--- src/rtl/io_write_burst_engine.sv ---
// Write-side burst DMA: buffers result words and issues address/data/status bursts.
// Optional perf counters (perf_cycles, perf_stall) when IO_WRITE_PERF_EN is defined.
module io_write_burst_engine #(
    parameter int AWIDTH     = 32,
    parameter int DWIDTH     = 32,
    parameter int BURST_LEN  = 16,
    parameter int FIFO_DEPTH = 32
) (
    input  logic              clk,
    input  logic              rst,
    input  logic              start,
    input  logic [AWIDTH-1:0] base_addr,
    input  logic [31:0]       total_len,
    output logic              busy,
    output logic              done,
    output logic              wr_error,
    input  logic [DWIDTH-1:0] in_data,
    input  logic              in_valid,
    output logic              in_ready,
    output logic [AWIDTH-1:0] req_write_addr,
    output logic [31:0]       req_write_len,
    output logic              req_write_addr_valid,
    input  logic              req_write_addr_ready,
    output logic [DWIDTH-1:0] req_write_data,
    output logic              req_write_data_valid,
    input  logic              req_write_data_ready,
    input  logic              resp_write_status,
    input  logic              resp_write_status_valid,
    output logic              resp_write_status_ready
`ifdef IO_WRITE_PERF_EN
    ,
    output logic [31:0]       perf_cycles,
    output logic [31:0]       perf_stall
`endif
);

    localparam int PW = $clog2(FIFO_DEPTH);

    typedef enum logic [2:0] {
        IDLE,
        FILL,
        ADDR,
        DATA,
        RESP,
        DONE
    } state_t;

    state_t            state;
    logic [DWIDTH-1:0] mem [FIFO_DEPTH];
    logic [PW-1:0]     wr_ptr;
    logic [PW-1:0]     rd_ptr;
    logic [PW:0]       count;
    logic [31:0]       len_q;
    logic [31:0]       accepted;
    logic [31:0]       issued;
    logic [31:0]       beats;
    logic [31:0]       remain;
    logic [31:0]       blen;
    logic [AWIDTH-1:0] cur_addr;
    logic              fifo_full;
    logic              fifo_empty;
    logic              push;
    logic              pop;

    assign fifo_full  = (count == (PW+1)'(FIFO_DEPTH));
    assign fifo_empty = (count == '0);

    // Never accept more words than the job needs, so the FIFO only ever
    // holds words of the current job.
    assign in_ready = busy & ~fifo_full & (accepted < len_q);
    assign push     = in_valid & in_ready;

    assign req_write_data_valid = (state == DATA) & ~fifo_empty;
    assign req_write_data = req_write_data_valid ? mem[rd_ptr] : '0;
    assign pop = req_write_data_valid & req_write_data_ready;

    assign remain = len_q - issued;
    assign blen   = (remain > 32'(BURST_LEN)) ? 32'(BURST_LEN) : remain;

    always_ff @(posedge clk) begin
        if (push) begin
            mem[wr_ptr] <= in_data;
        end
    end

    always_ff @(posedge clk or negedge rst) begin
        if (!rst) begin
            wr_ptr <= '0;
            rd_ptr <= '0;
            count  <= '0;
        end else begin
            if (push) begin
                wr_ptr <= wr_ptr + PW'(1);
            end
            if (pop) begin
                rd_ptr <= rd_ptr + PW'(1);
            end
            if (push && !pop) begin
                count <= count + (PW+1)'(1);
            end else if (pop && !push) begin
                count <= count - (PW+1)'(1);
            end
        end
    end

    always_ff @(posedge clk or negedge rst) begin
        if (!rst) begin
            state                   <= IDLE;
            busy                    <= 1'b0;
            done                    <= 1'b0;
            wr_error                <= 1'b0;
            len_q                   <= '0;
            accepted                <= '0;
            issued                  <= '0;
            beats                   <= '0;
            cur_addr                <= '0;
            req_write_addr          <= '0;
            req_write_len           <= '0;
            req_write_addr_valid    <= 1'b0;
            resp_write_status_ready <= 1'b0;
        end else begin
            done <= 1'b0;
            if (push) begin
                accepted <= accepted + 32'd1;
            end
            case (state)
                IDLE: begin
                    if (start) begin
                        len_q    <= total_len;
                        cur_addr <= base_addr;
                        issued   <= '0;
                        accepted <= '0;
                        busy     <= 1'b1;
                        wr_error <= 1'b0;
                        state    <= (total_len == '0) ? DONE : FILL;
                    end
                end
                // Whole burst must be buffered before the request goes out.
                FILL: begin
                    if (32'(count) >= blen) begin
                        req_write_addr       <= cur_addr;
                        req_write_len        <= blen;
                        req_write_addr_valid <= 1'b1;
                        state                <= ADDR;
                    end
                end
                ADDR: begin
                    if (req_write_addr_ready) begin
                        req_write_addr_valid <= 1'b0;
                        beats                <= '0;
                        state                <= DATA;
                    end
                end
                DATA: begin
                    if (pop) begin
                        beats <= beats + 32'd1;
                        if (beats + 32'd1 == req_write_len) begin
                            cur_addr <= cur_addr + AWIDTH'(req_write_len);
                            issued   <= issued + req_write_len;
                            resp_write_status_ready <= 1'b1;
                            state    <= RESP;
                        end
                    end
                end
                RESP: begin
                    if (resp_write_status_valid) begin
                        resp_write_status_ready <= 1'b0;
                        if (!resp_write_status) begin
                            wr_error <= 1'b1;
                        end
                        state <= (issued == len_q) ? DONE : FILL;
                    end
                end
                DONE: begin
                    done  <= 1'b1;
                    busy  <= 1'b0;
                    state <= IDLE;
                end
                default: begin
                    state <= IDLE;
                end
            endcase
        end
    end

`ifdef IO_WRITE_PERF_EN
    always_ff @(posedge clk or negedge rst) begin
        if (!rst) begin
            perf_cycles <= '0;
            perf_stall  <= '0;
        end else if (state == IDLE && start) begin
            perf_cycles <= '0;
            perf_stall  <= '0;
        end else begin
            if (busy && perf_cycles != '1) begin
                perf_cycles <= perf_cycles + 32'd1;
            end
            if (req_write_data_valid && !req_write_data_ready
                && perf_stall != '1) begin
                perf_stall <= perf_stall + 32'd1;
            end
        end
    end
`endif

endmodule

--- config.mk ---
export PLATFORM = sky130hd
export DESIGN_NAME = io_write_burst_engine
export DESIGN_NICKNAME = d
export VERILOG_FILES = /design/src/rtl/io_write_burst_engine.sv
export SDC_FILE = /design/constraint.sdc
export NUM_CORES = 2
export LEC_CHECK = 0
export CORE_ASPECT_RATIO = 1.4
export CORE_MARGIN = 8
export CORE_UTILIZATION = 35
export CTS_CLUSTER_DIAMETER = 40
export DETAILED_ROUTE_END_ITERATION = 8
export GPL_TIMING_DRIVEN = 1
export SETUP_SLACK_MARGIN = 0.4
export SLEW_MARGIN = 25
export SYNTH_ARGS = -nofsm -noshare
export SYNTH_HDL_FRONTEND = slang
export SYNTH_SLANG_ARGS = --single-unit
export TNS_END_PERCENT = 50
--- constraint.sdc ---
create_clock -name clk -period 9.7 [get_ports clk]
set_clock_uncertainty 0.05 [all_clocks]
set_input_delay 1.94 -clock clk [delete_from_list [all_inputs] [get_ports clk]]
set_output_delay 1.94 -clock clk [all_outputs]
set_load 0.01 [all_outputs]
==> metrics.txt <==
unrepaired setup endpoints after global routing no; Total Die Area 177000 um2; Hold WC Path Type reg2reg; Sinks on Clock Net 1272; buffers inserted by post-CTS timing repair 0; cell accounting for the most synthesized area edfxtp_1; chain of cells forming the critical path buf_4 > mux4_2 > mux4_2 > mux2i_1 > nor2_1 > clkdlybuf4s50_1; DRC violation total after the first TritonRoute iteration 2515; total of fill cells in the finished design 14600; proportion of netlist area held by the largest area contributor 0.538; tightest slew margin relative to the limit 0.291; status completed; final total negative setup slack 0 ns; io pins 207; highest-delay cell along the critical path dfrtp_4; final critical path time including I/O delays and setup 6.46 ns; number of buffers inserted by port buffering 206; critical path startpoint rd_ptr[0]; number of setup violations in the final report 0; hold buffer count at CTS 0; via count ~34000; vias in the first global route ~35000; leading cell type by number of instances after synthesis edfxtp_1; start-to-end type of the worst setup path reg2out; Wirelength per Cell 25.3 um; cell family with the largest share of critical-path delay multiplexers; number of iterations in the first detailed-routing pass 6; standard cell core area 162000 um2; Worst VDD drop 0.278 mV; overall routing resource usage 0.175; total of flip-flops plus latches after synthesis approximately 1300; root buffer cell clkbuf_16; drt drc 0; data arrival time of the worst path around 4.5 ns; final count of pins violating max slew 0; RePlAce Congestion approximately 0.88; Max-cap violations 0; total leakage power 0.0232 uW; estimated wirelength of the detail-placed design slightly below 100000 um; fraction of final layout cells with drive strength greater than 1 0.183; number of nets in the layout 4192; global-route wire length before repair 232000 um; final cycle utilization of the critical path 0.666; largest net degree at the start of global routing approximately 150; last element of the critical path req_write_data[22]; insertion delay to the later sink of the worst-skew pair 0.80 ns; list of most frequent post-synthesis cells 1024 x edfxtp_1, 320 x mux4_2, 298 x nand2_1; WP buf/inv 2; Yosys warnings 0; startpoint type of the worst setup path flip-flop; Post-CTS Resized 0; Initial Utilization 0.352; Die X 357 um; CTS clk-pin slew, worst paths 0.05 ns; internal power 12700 uW; Worst Max-Slew Pin Slew 1.05 ns; power per cell area 280 nW/um2; hold path start req_write_addr[20]; mean instance size in the synthesized netlist approximately 15 um2; most used cell, CP mux4_2; Critical Path Max Stage Delay 0.77 ns; Switch Pwr 6130 uW; worst reg2reg endpoint req_write_len[20]; remaining global-route overflow 0; CP Depth 6; number of hold violations in the final report 0; post-detailed-placement cell area 61900 um2; antenna violations before repair 11; Hold Worst Slack 0.419 ns; largest buffer count on any clock path 3; highest achievable clock rate 155 MHz; distinct cell type count of the synthesized netlist roughly 100; R2R Setup Slk 3.41 ns; end-of-flow core utilization 0.415; routed wire length 156000 um; Comb pwr share 0.314; post-route ant nets 0; switch share 0.325; number of vias per cell around 5.5; cell area after layout 67300 um2; critical path endpoint category primary output; die height 494 um; post-synthesis async set-or-reset flop share 0.195; netlist area before placement 57100 um2; synthesized net count 3951; area overhead of the layout relative to synthesis 17.8%; post-synthesis sequential area ratio 0.647; number of levels the H-tree was split into 4; Post-synth EDFFs between 1000 and 1500; share of total power in sequential cells 0.363; r2r startpoint len_q[0]; number of buffers added by the clock tree synthesis step roughly 150; TritonCTS clock tree yes; row count 175; dominant cells by area after synthesis edfxtp_1 54%, mux4_2 13%, dfrtp_1 11%; Syn Inst Count 3701; biggest fanout along the worst timing path 37; primary flip-flop cell chosen by synthesis mapping edfxtp_1; worst-case reg-to-reg path depth 23; clock power share 0.322; required time worst endpoint 7.71 ns
metrics by stage:
stage / power (uW) / setup WS (ns) / std cells
3_3_place_gp: 12900 / 3.36 / 5908
5_1_grt: 19700 / 2.92 / 6189
6_report: 18800 / 3.24 / 6194
4_1_cts: 19000 / 3.08 / 6188
2_1_floorplan: 10900 / 4.06 / 3701
3_5_place_dp: 12900 / 3.52 / 5909
cell usage in the layout, fill, tap and decap left out, types with 19 or more instances in the layout:
cell / count
mux2i_1: 41
ha_1: 142
nor2_1: 189
xnor2_1: 102
o21ai_0: 164
buf_4: 53
clkdlybuf4s50_1: 185
clkbuf_16: 155
dfrtp_1: 243
a31oi_1: 31
nand4_1: 52
o31ai_1: 25
nand2b_1: 19
a21oi_1: 125
o21a_1: 19
and2_1: 39
inv_1: 115
edfxtp_1: 1024
a211oi_1: 26
nand2_1: 297
nor4_1: 29
buf_2: 20
nand3_1: 64
xor2_1: 45
nor2_4: 29
mux4_2: 320
a21o_1: 47
nor3_1: 35
bufinv_16: 22
routing by layer:
metal,wire length [um],vias up,GRT usage
met5,35,-,0
met4,6130,6,0.0693
met3,8760,284,0.0322
met2,78500,1048,0.301
met1,63000,17500,0.217
li1,-,15000,-
worst reg2reg max path, delay by kind of cell (launching register included):
kind / cells / cell delay (ns)
muxes: 1 / 0.11
and+or+nand+nor: 8 / 2.78
AOI/OAI and AO/OA: 9 / 1.92
buffers and inverters: 2 / 0.14
adders and majority gates: 3 / 0.86
DFF: 1 / 0.37
area by class of cell:
class	count	area (um2)	share of cell area
sequential	1272	37000	0.549
multi-input combinational	2131	19200	0.286
clock buffer	176	4030	0.0599
tap	2124	2660	0.0395
timing repair buffer	267	2510	0.0373
clock inverter	103	1440	0.0214
inverter	116	435	0.00647
antenna	5	12.5	0.000186
power groups by stage:
| stage | Clock, uW | Combinational (uW) | Sequential (uW) |
|---|---|---|---|
| 2_1_floorplan | 0 | 4160 | 6730 |
| 3_5_place_dp | 0 | 5960 | 6960 |
| 5_1_grt | 6390 | 6420 | 6900 |
| 3_3_place_gp | 0 | 5920 | 6970 |
| 6_report | 6070 | 5910 | 6840 |
| 4_1_cts | 6190 | 6000 | 6850 |
logic make-up (layout without fill, tap and decap cells):
kind of cell / Yosys count / count (layout) / share of synthesized area
adder cells (fa/ha/maj): 146 / 146 / 0.0325
AND/OR/NAND/NOR: 892 / 892 / 0.0766
buffers and inverters: 298 / 662 / 0.0208
AO/OA/AOI/OAI: 578 / 578 / 0.0658
XOR/XNOR: 147 / 147 / 0.0225
flip-flops: 1272 / 1272 / 0.647
other: 1 / 6 / 0.0000657
multiplexers: 367 / 367 / 0.135
how the worst min path moves through the flow:
stage,to,cells past startpoint
final,req_write_addr[20],2
after CTS,req_write_addr[25],2
after detailed placement,req_write_addr[25],2
after floorplan,req_write_addr[29],2
after global placement,req_write_addr[29],2
after global routing,req_write_addr[21],2
state kept, by name, indices dropped and copies added, names as in the netlist:
name                     flops
req_write_len               32
wr_ptr                       5
resp_write_status_ready      1
cur_addr                    32
rd_ptr                       5
beats                       32
len_q                       32
busy                         1
accepted                    32
mem                       1024
done                         1
req_write_addr              32
wr_error                     1
issued                      32
state                        3
count                        6
req_write_addr_valid         1
Note: power is estimated with default switching activity, not from simulation.
